--- src/rtl/id_emitter_pkg.sv ---
// ---------------------------------------------------------------------------
// id_pkg
// Shared definitions for the identifier-token emitter:
//   - ASCII constants (upper/lower letter bases, digit base, space)
//   - emitter state enumeration
//   - nd_digits(): number of BCD digits needed for an unsigned NUM_W-bit value
// ---------------------------------------------------------------------------
package id_pkg;

  localparam logic [7:0] ASCII_UPPER_A = 8'd65;
  localparam logic [7:0] ASCII_LOWER_A = 8'd97;
  localparam logic [7:0] ASCII_ZERO    = 8'd48;
  localparam logic [7:0] ASCII_SPACE   = 8'd32;

  typedef enum logic [2:0] {
    ST_IDLE,
    ST_CONV,
    ST_LET,
    ST_DIG,
    ST_TERM
  } state_e;

  // 77/256 approximates log10(2) from below; the +1 covers the fractional
  // digit, so the result is exact for every width in the 4..16 range.
  function automatic int nd_digits(input int num_w);
    return (num_w * 77) / 256 + 1;
  endfunction

endpackage

--- src/rtl/id_emitter_if.sv ---
// ---------------------------------------------------------------------------
// id_emitter_if
// Request/character bus between a token requester/consumer (master) and the
// id_emitter (slave).
//   start, base, len, num : token request (master -> slave)
//   char_ready            : consumer accepts char (master -> slave)
//   char, char_valid      : character stream (slave -> master)
//   busy, done            : token status (slave -> master)
// ---------------------------------------------------------------------------
interface id_emitter_if #(
  parameter int NUM_W = 8,
  parameter int LEN_W = 4
);
  logic             start;
  logic [4:0]       base;
  logic [LEN_W-1:0] len;
  logic [NUM_W-1:0] num;
  logic             char_ready;
  logic [7:0]       char;
  logic             char_valid;
  logic             busy;
  logic             done;

  modport master (
    output start, base, len, num, char_ready,
    input  char, char_valid, busy, done
  );

  modport slave (
    input  start, base, len, num, char_ready,
    output char, char_valid, busy, done
  );
endinterface

--- src/rtl/id_emitter_bin2bcd_seq.sv ---
// ---------------------------------------------------------------------------
// bin2bcd_seq
// Multicycle shift-and-add-3 (double dabble) binary to BCD converter.
// One start pulse loads bin_i; NUM_W cycles later done_o rises and bcd_o
// holds ND packed BCD digits (digit 0 = units in bits [3:0]). done_o and
// bcd_o stay valid until the next start pulse.
// Ports:
//   clk, rst_n : clock, asynchronous active-low reset
//   start_i    : load and begin conversion
//   bin_i      : binary value, sampled with start_i
//   bcd_o      : ND x 4-bit BCD result
//   done_o     : result valid (level)
// ---------------------------------------------------------------------------
module bin2bcd_seq
  import id_pkg::*;
#(
  parameter int NUM_W = 8,
  localparam int ND   = nd_digits(NUM_W)
) (
  input  logic            clk,
  input  logic            rst_n,
  input  logic            start_i,
  input  logic [NUM_W-1:0] bin_i,
  output logic [ND*4-1:0] bcd_o,
  output logic            done_o
);

  localparam int CNT_W = $clog2(NUM_W + 1);

  logic [NUM_W-1:0] shift_q;
  logic [ND*4-1:0]  bcd_q;
  logic [ND*4-1:0]  bcd_adj;
  logic [CNT_W-1:0] cnt_q;
  logic             run_q;
  logic             done_q;

  // Each digit >= 5 is bumped by 3 before the shift so it carries correctly.
  genvar gi;
  generate
    for (gi = 0; gi < ND; gi++) begin : g_adj
      assign bcd_adj[gi*4 +: 4] = (bcd_q[gi*4 +: 4] >= 4'd5) ?
                                  bcd_q[gi*4 +: 4] + 4'd3 :
                                  bcd_q[gi*4 +: 4];
    end
  endgenerate

  always_ff @(posedge clk or negedge rst_n) begin
    if (!rst_n) begin
      shift_q <= '0;
      bcd_q   <= '0;
      cnt_q   <= '0;
      run_q   <= 1'b0;
      done_q  <= 1'b0;
    end else if (start_i) begin
      shift_q <= bin_i;
      bcd_q   <= '0;
      cnt_q   <= CNT_W'(NUM_W);
      run_q   <= 1'b1;
      done_q  <= 1'b0;
    end else if (run_q) begin
      shift_q <= {shift_q[NUM_W-2:0], 1'b0};
      bcd_q   <= {bcd_adj[ND*4-2:0], shift_q[NUM_W-1]};
      cnt_q   <= cnt_q - 1'b1;
      if (cnt_q == CNT_W'(1)) begin
        run_q  <= 1'b0;
        done_q <= 1'b1;
      end
    end
  end

  assign bcd_o  = bcd_q;
  assign done_o = done_q;

endmodule

--- src/rtl/id_emitter.sv ---
// ---------------------------------------------------------------------------
// id_emitter
// Serialises identifier tokens "<letters><decimal digits><space>", one ASCII
// character per accepted cycle.
// Ports:
//   clk, rst_n : clock, asynchronous active-low reset
//   bus        : id_emitter_if.slave
//                start/base/len/num request, char_ready from consumer,
//                char/char_valid stream, busy/done status
// Build option:
//   ID_UPPER_EN : when defined letters are uppercase (65+index), otherwise
//                 lowercase (97+index).
// ---------------------------------------------------------------------------
module id_emitter
  import id_pkg::*;
#(
  parameter int NUM_W = 8,
  parameter int LEN_W = 4
) (
  input  logic         clk,
  input  logic         rst_n,
  id_emitter_if.slave  bus
);

  localparam int ND   = nd_digits(NUM_W);
  localparam int DI_W = (ND > 1) ? $clog2(ND) : 1;

`ifdef ID_UPPER_EN
  localparam logic [7:0] LETTER_BASE = ASCII_UPPER_A;
`else
  localparam logic [7:0] LETTER_BASE = ASCII_LOWER_A;
`endif

  state_e           state_q, state_d;
  logic [4:0]       letter_q, letter_d;
  logic [LEN_W-1:0] left_q, left_d;
  logic [DI_W-1:0]  dig_idx_q, dig_idx_d;
  logic             done_q, done_d;

  logic             conv_start;
  logic             conv_done;
  logic [ND*4-1:0]  bcd;
  logic [DI_W-1:0]  first_sig;
  logic [3:0]       cur_digit;
  logic             out_valid;
  logic [7:0]       out_char;
  logic             accept;

  // The converter samples num on the same edge the FSM leaves IDLE.
  assign conv_start = (state_q == ST_IDLE) && bus.start;

  bin2bcd_seq #(.NUM_W(NUM_W)) u_conv (
    .clk     (clk),
    .rst_n   (rst_n),
    .start_i (conv_start),
    .bin_i   (bus.num),
    .bcd_o   (bcd),
    .done_o  (conv_done)
  );

  // Highest non-zero digit; falls back to the units digit so 0 prints "0".
  always_comb begin
    first_sig = '0;
    for (int i = 0; i < ND; i++) begin
      if (bcd[i*4 +: 4] != 4'd0) first_sig = DI_W'(i);
    end
  end

  always_comb begin
    cur_digit = '0;
    for (int i = 0; i < ND; i++) begin
      if (dig_idx_q == DI_W'(i)) cur_digit = bcd[i*4 +: 4];
    end
  end

  // Character output is a pure function of registered state, so it holds
  // by itself while the consumer stalls.
  always_comb begin
    out_valid = 1'b0;
    out_char  = 8'd0;
    case (state_q)
      ST_LET: begin
        out_valid = 1'b1;
        out_char  = LETTER_BASE + {3'b000, letter_q};
      end
      ST_DIG: begin
        out_valid = 1'b1;
        out_char  = ASCII_ZERO + {4'b0000, cur_digit};
      end
      ST_TERM: begin
        out_valid = 1'b1;
        out_char  = ASCII_SPACE;
      end
      default: ;
    endcase
  end

  assign accept = out_valid && bus.char_ready;

  always_comb begin
    state_d   = state_q;
    letter_d  = letter_q;
    left_d    = left_q;
    dig_idx_d = dig_idx_q;
    done_d    = 1'b0;
    case (state_q)
      ST_IDLE: begin
        if (bus.start) begin
          state_d  = ST_CONV;
          letter_d = (bus.base > 5'd25) ? 5'd0 : bus.base;
          left_d   = bus.len;
        end
      end
      ST_CONV: begin
        if (conv_done) begin
          dig_idx_d = first_sig;
          state_d   = (left_q == '0) ? ST_DIG : ST_LET;
        end
      end
      ST_LET: begin
        if (accept) begin
          letter_d = (letter_q == 5'd25) ? 5'd0 : letter_q + 5'd1;
          left_d   = left_q - 1'b1;
          if (left_q == LEN_W'(1)) state_d = ST_DIG;
        end
      end
      ST_DIG: begin
        if (accept) begin
          if (dig_idx_q == '0) state_d = ST_TERM;
          else                 dig_idx_d = dig_idx_q - 1'b1;
        end
      end
      ST_TERM: begin
        if (accept) begin
          state_d = ST_IDLE;
          done_d  = 1'b1;
        end
      end
      default: state_d = ST_IDLE;
    endcase
  end

  always_ff @(posedge clk or negedge rst_n) begin
    if (!rst_n) begin
      state_q   <= ST_IDLE;
      letter_q  <= '0;
      left_q    <= '0;
      dig_idx_q <= '0;
      done_q    <= 1'b0;
    end else begin
      state_q   <= state_d;
      letter_q  <= letter_d;
      left_q    <= left_d;
      dig_idx_q <= dig_idx_d;
      done_q    <= done_d;
    end
  end

  assign bus.char       = out_char;
  assign bus.char_valid = out_valid;
  assign bus.busy       = (state_q != ST_IDLE);
  assign bus.done       = done_q;

endmodule

--- src/flat_wrapper.sv ---
// flat-port wrapper written by rule: the top's interface ports become plain ports
module id_emitter_flat import id_pkg::*;
#(
  parameter int NUM_W = 8,
  parameter int LEN_W = 4
)
  (clk, rst_n, bus_start, bus_base, bus_len, bus_num, bus_char_ready, bus_char, bus_char_valid, bus_busy, bus_done);
  id_emitter_if #(.NUM_W(NUM_W), .LEN_W(LEN_W)) bus_i ();
  input  logic clk;
  input  logic rst_n;
  input wire logic [$bits(bus_i.start)-1:0] bus_start;
  input wire logic [$bits(bus_i.base)-1:0] bus_base;
  input wire logic [$bits(bus_i.len)-1:0] bus_len;
  input wire logic [$bits(bus_i.num)-1:0] bus_num;
  input wire logic [$bits(bus_i.char_ready)-1:0] bus_char_ready;
  output wire logic [$bits(bus_i.char)-1:0] bus_char;
  output wire logic [$bits(bus_i.char_valid)-1:0] bus_char_valid;
  output wire logic [$bits(bus_i.busy)-1:0] bus_busy;
  output wire logic [$bits(bus_i.done)-1:0] bus_done;
  assign bus_i.start = bus_start;
  assign bus_i.base = bus_base;
  assign bus_i.len = bus_len;
  assign bus_i.num = bus_num;
  assign bus_i.char_ready = bus_char_ready;
  assign bus_char = bus_i.char;
  assign bus_char_valid = bus_i.char_valid;
  assign bus_busy = bus_i.busy;
  assign bus_done = bus_i.done;
  id_emitter #(.NUM_W(NUM_W), .LEN_W(LEN_W)) u_core (.clk(clk), .rst_n(rst_n), .bus(bus_i));
endmodule
--- config.mk ---
export PLATFORM = sky130hd
export DESIGN_NAME = id_emitter_flat
export DESIGN_NICKNAME = d
export VERILOG_FILES = /design/src/rtl/id_emitter_pkg.sv /design/src/rtl/id_emitter_if.sv /design/src/rtl/id_emitter_bin2bcd_seq.sv /design/src/rtl/id_emitter.sv /design/src/flat_wrapper.sv
export SDC_FILE = /design/constraint.sdc
export NUM_CORES = 1
export LEC_CHECK = 0
export CAP_MARGIN = 20
export CORE_MARGIN = 2
export CORE_UTILIZATION = 40
export CTS_BUF_LIST = sky130_fd_sc_hd__clkbuf_4 sky130_fd_sc_hd__clkbuf_8 sky130_fd_sc_hd__clkbuf_16
export CTS_CLUSTER_DIAMETER = 150
export CTS_CLUSTER_SIZE = 30
export DETAILED_ROUTE_END_ITERATION = 10
export HOLD_SLACK_MARGIN = 0.1
export PLACE_DENSITY = 0.7
export SLEW_MARGIN = 10
export SYNTH_ARGS = -nofsm -noshare
export SYNTH_HDL_FRONTEND = slang
export SYNTH_SLANG_ARGS = --single-unit
--- constraint.sdc ---
create_clock -name clk -period 2.4 [get_ports clk]
set_clock_uncertainty 0.15 [all_clocks]
set_input_delay 0.24 -clock clk [delete_from_list [all_inputs] [get_ports clk]]
set_output_delay 0.24 -clock clk [all_outputs]
set_load 0.02 [all_outputs]
==> results.txt <==
* Result of the run: finished, final reports clean
- Achievable frequency: 434 MHz
* Die Wd: 84.2 um
* Initial antenna violation count: 0
- Post-DR wirelength/cell: 14.2 um
- Following the worst setup path forward leads to its endpoint at bus_char[0].
- Of the total synthesized cell area, the portion taken by full adders, half adders and majority gates is 0.0875.
- The final layout contains 359 nets.
* Synthesized cell area: 2570 um2
- Via count of the first global-routing pass: 2103
- The share of synthesized area in the top cell type comes to 0.399.
* Startpoint-to-endpoint class of the critical path: reg2out
- Routed Wire Length: 5650 um
- In this run the critical register-to-register path is captured at u_core.letter_q[0]$_DFFE_PN0P_.
- Cell types occupying the most area after synthesis: sky130_fd_sc_hd__dfrtp_1 (40%), sky130_fd_sc_hd__ha_1 (8.8%), sky130_fd_sc_hd__nand2_1 (4.1%)
* Clock power share: 0.153
- After synthesis, the largest family of logic cells by area is simple AND/OR/NAND/NOR gates.
* Area growth syn-to-layout: 21.9%
- After detailed routing, the met3 layer carries 110 um of wire.
- The final route contains 2166 vias.
* Total number of yosys warnings: 0
- The detail route stage leaves a number of antenna-violating nets equal to 0.
- First element of the critical path: u_core.dig_idx_q[0]$_DFFE_PN0P_
* Average cell area after synthesis: 9.12 um2
- Logic pwr share: 0.548
- For this run, the slowest stage of the critical path takes 0.39 ns.
* Placement Setup Slack: 0.0913 ns
- In the final layout, the share of cells above drive strength 1 is 0.106.
* Slew HR: 0.527
- Inserted Clock Buffers: 5
- Cell taking the most area after synthesis: sky130_fd_sc_hd__dfrtp_1
* Power Internal: 2.51 mW
- Cell count after synthesis: 282
* Share of synthesized area occupied by flip-flops and latches: 0.399
- After detailed routing, the number of remaining DRC violations is 0.
- Maximum level of the CTS H-tree: 2
- Sw power: 1.88 mW
- Most common cell on crit path: sky130_fd_sc_hd__a21oi_1
* Core outline area: 6280 um2
- For the finished layout, the period the worst path requires is 2.31 ns.
- The count of buffers added on input and output ports is 31.
- Most used standard cells in the synthesized netlist: sky130_fd_sc_hd__dfrtp_1 (41), sky130_fd_sc_hd__nand2_1 (28), sky130_fd_sc_hd__o21ai_0 (20)
* Min setup slack post-route: 0.0939 ns
* Number of buffers added for setup after CTS: 0
- Number of synthesized flops with an enable pin: 0
- Congestion Overflow GR: 0
- For the worst-skew pair, the clock arrives at the later sink with an insertion delay of 0.29 ns.
* Total global routing track utilization: 0.167
* CTS Root Cell: sky130_fd_sc_hd__clkbuf_8
* Proportion of power drawn by flip-flops and latches: 0.299
- Data required time of the worst path: 2.01 ns
- In the finished design, the share of the clock period the worst path needs comes to 0.961.
- Setup slack on the worst reg-to-reg path comes out at 0.44 ns.
- Type of origin of the critical path: flop
- Cell type of the slowest stage on the worst timing path: sky130_fd_sc_hd__dfrtp_1
- The floorplan has 29 rows.
- Placed wire-length estimate: 4060 um
* Final hold vios: 0
- Most numerous cell in the Yosys netlist: sky130_fd_sc_hd__dfrtp_1
* Actual transition at the worst max-transition pin: 0.710 ns
- Sink Count: 41
- Clock tree from TritonCTS: yes
* Clock slew at the register clock pins of the worst setup and hold paths: 0.08 ns
- Max-slew violations: 0
- Setup repair after global routing left no endpoint under its margin.
* CP Capture Type: output port
- In the routed layout, each cell is associated on average with a via count of 5.44.
- Setup violators final: 0
* Fraction of registers with async set or reset after synthesis: 1.00
- The number of antenna diodes in the final layout is 0.
- Multiplexer area fraction after synthesis: 0.0564
* First drt pass iteration count: 4
- Largest net degree at the start of global routing: 37
- Flop and latch count out of synthesis: 41
- Of the total synthesized cell area, the portion taken by AND, OR, NAND and NOR gates is 0.193.
- Maximum clock insertion buffer count: 2
* Worst Reg2Reg Path Length in Cells: 4
- The routed design uses 2680 um of met2 wire.
- Number of distinct library cells after synthesis: 45
* Number of filler instances in the final layout: 577
- Met1 routed wirelength after detailed routing: 2800 um
- Starting density of the core: 0.410
* Number of DRC markers after the initial detailed-route iteration: 101
- Wire length of the first global-routing pass: 9830 um
- The floorplan step defined a die boundary enclosing 7090 um2.
* Leakage dissipation: 1.41 nW
- The worst register-to-register path begins at u_core.state_q[1]$_DFFE_PN0P_.
* Pwr per Cell Area: 1400 nW/um2
- Area after detailed placement: 3010 um2
- Xor/xnor share of the synthesized area: 0.0306
* Critical path cell sequence: inv_1 > ha_1 > buf_4 > nand3b_1 > a21oi_1 > a21oi_1 > o22ai_1 > dlygate4sd2_1
- Synthesized-area fraction occupied by ao, oa, aoi and oai cells: 0.187
- Class of the tightest hold or removal check: in2async
- Top-level I/O count: 32
* Final estimated routing congestion in global placement: 0.827
* Accumulated negative setup slack: 0 ns
- Max-Cap Viols: 0
- Peak ir drop on the vdd network: 0.623 mV
- Arrival @ worst endpoint: 1.92 ns
- Switching part of the total power: 0.428
* Top routing layer used: met4
- With fillers left out, the area of the finished cells amounts to 3140 um2.
- Vert. Die Dim: 84.2 um
- Among all flip-flop cells after synthesis, the most frequent one is sky130_fd_sc_hd__dfrtp_1.
- Worst-path maximum fanout: 4
- When the netlist entered floorplanning its net count stood at 321.
- Core utilization of the finished layout: 0.500
state kept, by name, indices dropped and copies added (netlist names):
| name | flops |
|---|---|
| u_core.left_q | 4 |
| u_core.dig_idx_q | 2 |
| u_core.state_q | 3 |
| u_core.bus.done | 1 |
| u_core.u_conv.run_q | 1 |
| u_core.u_conv.cnt_q | 4 |
| u_core.letter_q | 5 |
| u_core.u_conv.bcd_o | 12 |
| u_core.u_conv.done_o | 1 |
| u_core.u_conv.shift_q | 8 |
critical path: cells and delay by family, from the launching register on:
kind                       cells  cell delay (ns)
DFF                            1             0.39
AOI/OAI and AO/OA              3             0.34
and+or+nand+nor                1             0.07
buffers and inverters          3             0.61
adders and majority gates      1             0.20
through the flow:
stage / instances / hold slack (ns) / power (mW)
after floorplan: 282 / -0.206 / 3.03
after global routing: 398 / 0.369 / 4.77
after CTS: 398 / 0.300 / 4.43
final: 398 / 0.312 / 4.39
after global placement: 389 / 0.0753 / 3.70
after detailed placement: 389 / 0.0826 / 3.77
logic make-up after synthesis:
group | count (synthesis)
buffers and inverters | 30
and+or+nand+nor | 93
adders and majority gates | 18
AOI/OAI and AO/OA | 77
DFF | 41
muxes | 14
xor gates and xnor gates | 9
layout by cell type (no fill, tap or decap), types with 3 or more instances in the layout:
| master | count |
|---|---|
| sky130_fd_sc_hd__o21ai_1 | 3 |
| sky130_fd_sc_hd__nor2_1 | 17 |
| sky130_fd_sc_hd__nand2b_1 | 11 |
| sky130_fd_sc_hd__clkbuf_8 | 5 |
| sky130_fd_sc_hd__a21oi_1 | 19 |
| sky130_fd_sc_hd__nor3b_1 | 3 |
| sky130_fd_sc_hd__ha_1 | 18 |
| sky130_fd_sc_hd__nor2b_1 | 5 |
| sky130_fd_sc_hd__xnor2_1 | 7 |
| sky130_fd_sc_hd__o22ai_1 | 8 |
| sky130_fd_sc_hd__a211oi_1 | 5 |
| sky130_fd_sc_hd__mux2i_1 | 10 |
| sky130_fd_sc_hd__a221oi_1 | 5 |
| sky130_fd_sc_hd__nand3_1 | 10 |
| sky130_fd_sc_hd__o21ai_0 | 20 |
| sky130_fd_sc_hd__dfrtp_1 | 41 |
| sky130_fd_sc_hd__mux2_2 | 4 |
| sky130_fd_sc_hd__nor3_1 | 4 |
| sky130_fd_sc_hd__inv_1 | 17 |
| sky130_fd_sc_hd__nand2_1 | 28 |
| sky130_fd_sc_hd__nand3b_1 | 3 |
| sky130_fd_sc_hd__clkdlybuf4s50_1 | 23 |
| sky130_fd_sc_hd__clkbuf_2 | 3 |
| sky130_fd_sc_hd__buf_4 | 12 |
| sky130_fd_sc_hd__dlygate4sd2_1 | 4 |
per-layer routing:
| metal | global-route usage | vias up |
|---|---|---|
| met5 | 0 | - |
| met1 | 0.228 | 1061 |
| met4 | 0.0528 | 0 |
| li1 | - | 1076 |
| met2 | 0.278 | 23 |
| met3 | 0.0216 | 6 |
cell type report:
cell class	count	area, um2	area share
multi-input combinational	211	1430	0.456
sequential	41	1030	0.327
inverter	17	63.8	0.0204
tap	77	96.3	0.0307
clock inverter	3	65.1	0.0208
clock buffer	5	68.8	0.0219
timing repair buffer	44	385	0.123
worst min-delay path by stage:
stage / from / end / depth (start not counted) / slack, ns
finish: rst_n / u_core.u_conv.shift_q[6]$_DFFE_PN0P_ / 2 / 0.31
floorplan: rst_n / u_core.bus.done$_DFF_PN0_ / 0 / -0.21
detailed placement: rst_n / u_core.u_conv.shift_q[6]$_DFFE_PN0P_ / 1 / 0.08
global route: rst_n / u_core.u_conv.shift_q[4]$_DFFE_PN0P_ / 2 / 0.37
CTS: rst_n / u_core.u_conv.bcd_o[3]$_DFFE_PN0P_ / 2 / 0.30
global placement: rst_n / u_core.u_conv.shift_q[7]$_DFFE_PN0P_ / 1 / 0.08
power by group through the flow:
stage	clock (mW)	sequential [mW]	combinational (mW)
final	0.670	1.32	2.41
after global routing	0.695	1.36	2.71
after CTS	0.680	1.31	2.43
after detailed placement	0	1.32	2.45
after floorplan	0	1.23	1.80
after global placement	0	1.31	2.39
what timing repair did:
item | CTS | global route
endpoints found under the hold margin | 21 | 0
hold buffers | 1 | 0
endpoints found under the setup margin | 7 | 4
gates resized for setup | 9 | 9
Note: power is estimated with default switching activity, not from simulation.
